[src/rtl/logic_exec_pipe.sv]
// Two-stage pipelined 32-bit logical execution unit (AND/OR/XOR/NAND/NOR/XNOR/NOT)
// with valid/ready handshakes on both sides and zero/parity/illegal status flags.
module logic_exec_pipe #(
    parameter int unsigned WIDTH = 32,
    parameter int unsigned TAG_W = 4
) (
    input  logic             clk,
    input  logic             rst_n,
    input  logic             in_valid,
    output logic             in_ready,
    input  logic [2:0]       op,
    input  logic [WIDTH-1:0] a,
    input  logic [WIDTH-1:0] b,
    input  logic [TAG_W-1:0] tag_in,
    output logic             out_valid,
    input  logic             out_ready,
    output logic [WIDTH-1:0] result,
    output logic             zero,
    output logic             parity,
    output logic             illegal,
    output logic [TAG_W-1:0] tag_out
);

    typedef enum logic [2:0] {
        OP_AND  = 3'd0,
        OP_OR   = 3'd1,
        OP_XOR  = 3'd2,
        OP_NAND = 3'd3,
        OP_NOR  = 3'd4,
        OP_XNOR = 3'd5,
        OP_NOT  = 3'd6,
        OP_ILL  = 3'd7
    } op_e;

    logic             s1_valid_q, s1_valid_d;
    logic [WIDTH-1:0] s1_a_q, s1_a_d;
    logic [WIDTH-1:0] s1_b_q, s1_b_d;
    op_e              s1_op_q, s1_op_d;
    logic [TAG_W-1:0] s1_tag_q, s1_tag_d;

    logic             s2_valid_q, s2_valid_d;
    logic [WIDTH-1:0] result_q, result_d;
    logic             zero_q, zero_d;
    logic             parity_q, parity_d;
    logic             illegal_q, illegal_d;
    logic [TAG_W-1:0] tag_out_q, tag_out_d;

    logic             s2_adv;
    logic             s1_adv;
    logic             in_xfer;
    logic [WIDTH-1:0] f_res;

    // Handshake depends only on state and out_ready, never on in_valid.
    always_comb begin
        s2_adv   = !s2_valid_q || out_ready;
        s1_adv   = s1_valid_q && s2_adv;
        in_ready = !s1_valid_q || s2_adv;
        in_xfer  = in_valid && in_ready;
    end

    always_comb begin
        f_res = '0;
        case (s1_op_q)
            OP_AND:  f_res = s1_a_q & s1_b_q;
            OP_OR:   f_res = s1_a_q | s1_b_q;
            OP_XOR:  f_res = s1_a_q ^ s1_b_q;
            OP_NAND: f_res = ~(s1_a_q & s1_b_q);
            OP_NOR:  f_res = ~(s1_a_q | s1_b_q);
            OP_XNOR: f_res = ~(s1_a_q ^ s1_b_q);
            OP_NOT:  f_res = ~s1_a_q;
            OP_ILL:  f_res = '0;
            default: f_res = '0;
        endcase
    end

    always_comb begin
        s1_valid_d = s1_valid_q;
        s1_a_d     = s1_a_q;
        s1_b_d     = s1_b_q;
        s1_op_d    = s1_op_q;
        s1_tag_d   = s1_tag_q;
        if (in_xfer) begin
            s1_valid_d = 1'b1;
            s1_a_d     = a;
            s1_b_d     = b;
            s1_op_d    = op_e'(op);
            s1_tag_d   = tag_in;
        end else if (s1_adv) begin
            s1_valid_d = 1'b0;
        end
    end

    always_comb begin
        s2_valid_d = s2_valid_q;
        result_d   = result_q;
        zero_d     = zero_q;
        parity_d   = parity_q;
        illegal_d  = illegal_q;
        tag_out_d  = tag_out_q;
        if (s1_adv) begin
            s2_valid_d = 1'b1;
            result_d   = f_res;
            zero_d     = (f_res == '0);
            parity_d   = ^f_res;
            illegal_d  = (s1_op_q == OP_ILL);
            tag_out_d  = s1_tag_q;
        end else if (out_ready) begin
            s2_valid_d = 1'b0;
        end
    end

    always_ff @(posedge clk or negedge rst_n) begin
        if (!rst_n) begin
            s1_valid_q <= 1'b0;
            s1_a_q     <= '0;
            s1_b_q     <= '0;
            s1_op_q    <= OP_AND;
            s1_tag_q   <= '0;
            s2_valid_q <= 1'b0;
            result_q   <= '0;
            zero_q     <= 1'b0;
            parity_q   <= 1'b0;
            illegal_q  <= 1'b0;
            tag_out_q  <= '0;
        end else begin
            s1_valid_q <= s1_valid_d;
            s1_a_q     <= s1_a_d;
            s1_b_q     <= s1_b_d;
            s1_op_q    <= s1_op_d;
            s1_tag_q   <= s1_tag_d;
            s2_valid_q <= s2_valid_d;
            result_q   <= result_d;
            zero_q     <= zero_d;
            parity_q   <= parity_d;
            illegal_q  <= illegal_d;
            tag_out_q  <= tag_out_d;
        end
    end

    assign out_valid = s2_valid_q;
    assign result    = result_q;
    assign zero      = zero_q;
    assign parity    = parity_q;
    assign illegal   = illegal_q;
    assign tag_out   = tag_out_q;

endmodule

[config.mk]
export PLATFORM = sky130hd
export DESIGN_NAME = logic_exec_pipe
export DESIGN_NICKNAME = d
export VERILOG_FILES = /design/src/rtl/logic_exec_pipe.sv
export SDC_FILE = /design/constraint.sdc
export NUM_CORES = 1
export LEC_CHECK = 0
export BUFFER_PORTS_ARGS = -buffer_cell sky130_fd_sc_hd__buf_2
export CELL_PAD_IN_SITES_DETAIL_PLACEMENT = 1
export CELL_PAD_IN_SITES_GLOBAL_PLACEMENT = 1
export CORE_MARGIN = 1
export CORE_UTILIZATION = 30
export CTS_CLUSTER_DIAMETER = 30
export DETAILED_ROUTE_END_ITERATION = 8
export PLACE_DENSITY = 0.56
export REMOVE_ABC_BUFFERS = 1
export SLEW_MARGIN = 25
export SYNTH_ARGS = -nofsm -noshare
export SYNTH_HDL_FRONTEND = slang
export SYNTH_SLANG_ARGS = --single-unit
[constraint.sdc]
create_clock -name clk -period 2.95 [get_ports clk]
set_clock_uncertainty 0.2 [all_clocks]
set_input_delay 0.4425 -clock clk [delete_from_list [all_inputs] [get_ports clk]]
set_output_delay 0.4425 -clock clk [all_outputs]
set_load 0.1 [all_outputs]
# [Yosys cells after proc, flatten, opt, wreduce, memory -nomap -nowiden]
# Cells that the tools add are included.
[word_totals] memories=0 ff_bits=112 wordCells=41 romBits=0 output_inout_bits=41 mem_bits_rw=0 latch_bits=0 inputBits=75
[classes] eq_ne=7 muxes=5 bitwise_logic=7 reduce_logical=11 n_div=0 mul=0 n_lt_le_gt_ge=0 shifts=0 n_addsub=0
[ops] op="$pmux 32 s8" n=1
[ops] op="$not 32->32" n=4
[ops] op="$and 32x32->32" n=1
[ops] op="$logic_not 32->1" n=1
[ops] op="$or 32x32->32" n=1
[ops] op="$reduce_xor 32->1" n=1
[ops] op="$xor 32x32->32" n=1
[ops] op="$eq 3x3->1 const B" n=4
[ops] op="$eq 3x2->1 const B" n=2
[ops] op="$mux 1" n=4
[ops] op="$reduce_bool 2->1" n=2
[ops] op="$eq 3x1->1 const B" n=1
[ops] op="$logic_not 3->1" n=1
[ops] op="$logic_and 1x1->1" n=2
[ops] op="$logic_not 1->1" n=2
[ops] op="$logic_or 1x1->1" n=2

# [Logic depth before layout (Yosys ltp)]
[logic_depth] ltp_word=5 depth_mapped=14

# [Worst setup path after synthesis]
# OpenSTA, ideal clock, no wires.
[synth_path] path_kind="reg-to-reg" from="register s2_valid_q, in the netlist out_valid" to="register s1_a_q[0]" arrival_time_ns=3.030 setup_slack_ns=-0.405 stages_incl_launch_ff=5 setup_time_ns=0.125 required_time_ns=2.625 path_cell_list="dfrtp_1 nand3b_1 nand2_1 buf_2 mux2_2"
[synth_between] elab_chain_cells=4
[synth_rtl] item="start, declared" line="41" text="logic s2_valid_q, s2_valid_d;"
[synth_rtl] item="start signal, assigned" line="131" text="s2_valid_q <= s2_valid_d;"
[synth_rtl] item="$logic_not 1->1" line="55" text="s2_adv = !s2_valid_q || out_ready;"
[synth_rtl] item="$logic_or 1x1->1" line="55"
[synth_rtl] item="$logic_or 1x1->1" line="57" text="in_ready = !s1_valid_q || s2_adv;"
[synth_rtl] item="net in_ready" line="10" text="output logic in_ready,"
[synth_rtl] item="$logic_and 1x1->1" line="58" text="in_xfer = in_valid && in_ready;"
[synth_rtl] item="end signal, assigned" line="115" text="s1_a_q <= '0;"
[synth_rtl] item="end signal, assigned" line="127" text="s1_a_q <= s1_a_d;"
[synth_rtl] item="end, declared" line="36" text="logic [WIDTH-1:0] s1_a_q, s1_a_d;"
# The timed path passes the listed nets, and every way through them passes these cells.
# A chain may end at the register's enable or synchronous reset.

# [Worst setup path in the final report]
[layout_path] from="register s1_op_q[0]" to="register parity_q, in the netlist parity"
[layout_between] elab_chain_cells=3 elab_cells_between_ends=10 cone_classes="eq/ne: 7; mux: 1; reduce/logical: 2"
[layout_rtl] item="start, declared" line="38" text="op_e s1_op_q, s1_op_d;"
[layout_rtl] item="start signal, assigned" line="129" text="s1_op_q <= s1_op_d;"
[layout_rtl] item="$eq 3x3->1 (tied with other cells)" line="63" text="case (s1_op_q)"
[layout_rtl] item="$pmux 32 s8 *" line="63"
[layout_rtl] item="$reduce_xor 32->1 *" line="104" text="parity_d = ^f_res;"
[layout_rtl] item="end signal, assigned" line="134" text="parity_q <= parity_d;"
[layout_rtl] item="end, declared" line="44" text="logic parity_q, parity_d;"
# Every way passes the cells marked *; elsewhere a longest branch is shown, timed or not.

==> results.py <==
metrics = {
    "outcome": {
        "status": "complete, no violations",
    },
    "critical_path": {
        "crit_path_end_kind": "flop",
        "critical_path.top_delay_family": "XOR/XNOR gates",
        "cp_data_required_time_ps": 3000,
        "startpoint_type": "flop",
        "cp.buffers_inverters": 4,
        "worst_r2r_path_depth": 14,
        "crit_type": "reg2reg",
        "critPathArrivalTime_ps": 2890,
        "critPathSlowestCell": "dfrtp_2",
        "worstPathMaxFanout": 7,
        "worst-path-stages": 14,
        "path_cells": "buf_6, nor2b_4, buf_12, clkbuf_16, a21oi_1, o21ai_1, o31ai_1, buf_4, ha_1, xnor2_2, xnor2_1, xnor2_1, xnor2_1, o21ai_0",
        "slowest_delay_ps": 470,
        "cpMostUsedCell": "xnor2_1",
    },
    "timing": {
        "finalHoldViolCount": 0,
        "maxSlewViolCount": 0,
        "holdWs_ps": 99.3,
        "max_slew_margin_pct": 67.2,
        "tightest_slew_ps": 496,
        "fmaxAchievable_mhz": 351,
        "fin_crit_ps": 2850,
        "period_share_pct": 96.5,
        "finalSetupViolations": 0,
    },
    "logic_synthesis": {
        "synth_mux_area_share_pct": 15.1,
        "synth-simple-area-share_pct": 8.91,
        "synthAdderAreaFrac_pct": 13.3,
        "yosys_warnings": 0,
        "synth_edf_count": 0,
        "async_flop_share_pct": 100,
        "synth_cells": 770,
        "ys_ff_latch": 112,
        "avgSynthCellArea_sq_um": 9.80,
        "ys_seq_area_share_pct": 37.2,
        "synth_top_family_by_area": "compound AO/OA/AOI/OAI gates",
        "post_synth_xor_area_fraction_pct": 1.74,
        "yosysUniqueCellTypes": 40,
        "synth_compound_area_share_pct": 15.9,
        "synth_flop_cell": "dfrtp_1",
        "synth_area_sq_um": 7540,
    },
    "global_route": {
        "antenna_found_initial": 0,
        "grt_max_degree": 72,
        "first_global_vias": 5870,
        "grt_pass1_wl_um": 31800,
        "grt_remaining_overflow": 0,
        "track_usage_pct": 15.6,
    },
    "power": {
        "p_leak_nw": 4.34,
        "peakVddDrop_uv": 509,
        "power_density_nw_per_um2": 858,
        "total_power_mw": 7.86,
    },
    "routing": {
        "vias": 5831,
        "wl_met3_um": 575,
        "via_per_inst": 4.76,
        "met1_length_um": 9390,
        "wl_per_cell_um": 16.0,
        "drc_errors": 0,
        "top_layer": "met4",
        "drt_iter0_markers": 197,
        "routed_wl_um": 19600,
        "first_pass_iters": 4,
        "final_antenna_net_count": 0,
        "dr_wl_met2_um": 9440,
    },
    "finish": {
        "diodes": 0,
        "layout_commonest_cell": "buf_2",
        "area_growth_pct": 21.4,
        "nets": 1051,
        "mostFrequentLayoutCells": "buf_2 (114), dfrtp_1 (109), mux2_2 (88)",
        "drive_gt1_share_pct": 32.7,
        "fillerInstances": 2809,
    },
    "placed_design": {
        "dp_hpwl_um": 14300,
        "io_buffers": 115,
        "gp_congestion": 0.749,
    },
    "cts": {
        "clkTransAtPathRegs_ps": 80,
        "cts_tree": "yes",
        "htreeDepth": 3,
        "cts_made_buffers": 9,
        "cts_num_sinks": 112,
        "insertion_delay_ps": 370,
        "root_buffer": "clkbuf_16",
        "clockBufferDepth": 2,
    },
    "floorplan": {
        "die_y_um": 161,
        "row_count": 57,
        "die_w_um": 161,
        "ioPinCount": 116,
        "die_area_sq_um": 25800,
        "core_area_sq_um": 24500,
        "initial_core_util_pct": 30.8,
    },
    "run": {
        "drv_cap": 0,
    },
    "min_path": {
        "whs_path_depth": 2,
        "hp-class": "in2reg",
    },
}
synth_stat cells (all sizes together) (13+ instances only):
cell type  number  area (sq um)
clkbuf         15          57.6
buf            38           283
nor2           24          90.1
dfrtp         112          2800
ha             80          1000
mux2i          15           150
a21oi          55           283
inv            69           259
o21ai         116           581
o31ai          16           145
nand2          36           143
xnor2          13           114
nor2b          49           307
mux2           88           991
metrics by stage:
| step | util (%) | area, sq um | instances | setup TNS, ps | worst slack (ps) |
|---|---|---|---|---|---|
| after floorplan | - | 7200 | 717 | -136800 | -1690 |
| after global placement | 35.0 | 8570 | 1191 | 0 | 64.4 |
| after detailed placement | 35.0 | 8570 | 1191 | 0 | 64.5 |
| after CTS | 36.5 | 8930 | 1208 | 0 | 45.1 |
| after global routing | 37.5 | 9160 | 1225 | -84.1 | -84.1 |
| final | 37.5 | 9160 | 1225 | 0 | 103 |
routing by layer:
| metal | up-vias | track usage, % |
|---|---|---|
| met4 | 0 | 4.03 |
| met1 | 2843 | 20.5 |
| met3 | 11 | 2.76 |
| met2 | 78 | 26.3 |
| li1 | 2899 | - |
| met5 | - | 0 |
logic make-up after synthesis:
family,after synthesis
fa+ha+maj,80
buf+inv,122
mux,103
compound gates,210
xor+xnor,15
flops,112
simple gates,128
flip-flops by register name (all words and copies together), names as in the netlist:
name,flops
s1_a_q,32
parity,1
out_valid,1
s1_op_q,3
tag_out,4
illegal,1
s1_valid_q,1
result,32
s1_tag_q,4
s1_b_q,32
zero,1
worst paths after layout:
kind / from / end / slack (ps)
worst max-delay path: s1_op_q[0] / parity / 100
min in group asynchronous: rst_n / result[16] / 340
worst min register to register: result[15] / result[15] / 290
max in group asynchronous: rst_n / s1_op_q[0] / 1490
worst min-delay path: b[19] / s1_b_q[19] / 100
worst max register to register: s1_op_q[0] / parity / 100
report_power, final:
part | leakage (nW) | internal, mW | switching [mW]
clock | 0.169 | 0.844 | 0.640
combinational | 2.84 | 1.53 | 2.72
sequential | 1.33 | 1.85 | 0.270
timing repair:
item / in CTS / in global routing
setup endpoints to repair: 0 / 1
endpoints found under the hold margin: 23 / 0
hold buffers: 1 / 0
buffers inserted: 0 / 17
gates resized for setup: 0 / 23
cell type report:
| class | instances | area, sq um | share of cell area, % |
|---|---|---|---|
| sequential | 112 | 2810 | 30.6 |
| multi-input combinational | 536 | 4210 | 45.9 |
| tap | 324 | 405 | 4.43 |
| inverter | 69 | 259 | 2.83 |
| timing repair buffer | 168 | 1130 | 12.3 |
| clock inverter | 7 | 126 | 1.38 |
| clock buffer | 9 | 225 | 2.46 |
Note: power is estimated with default switching activity, not from simulation.
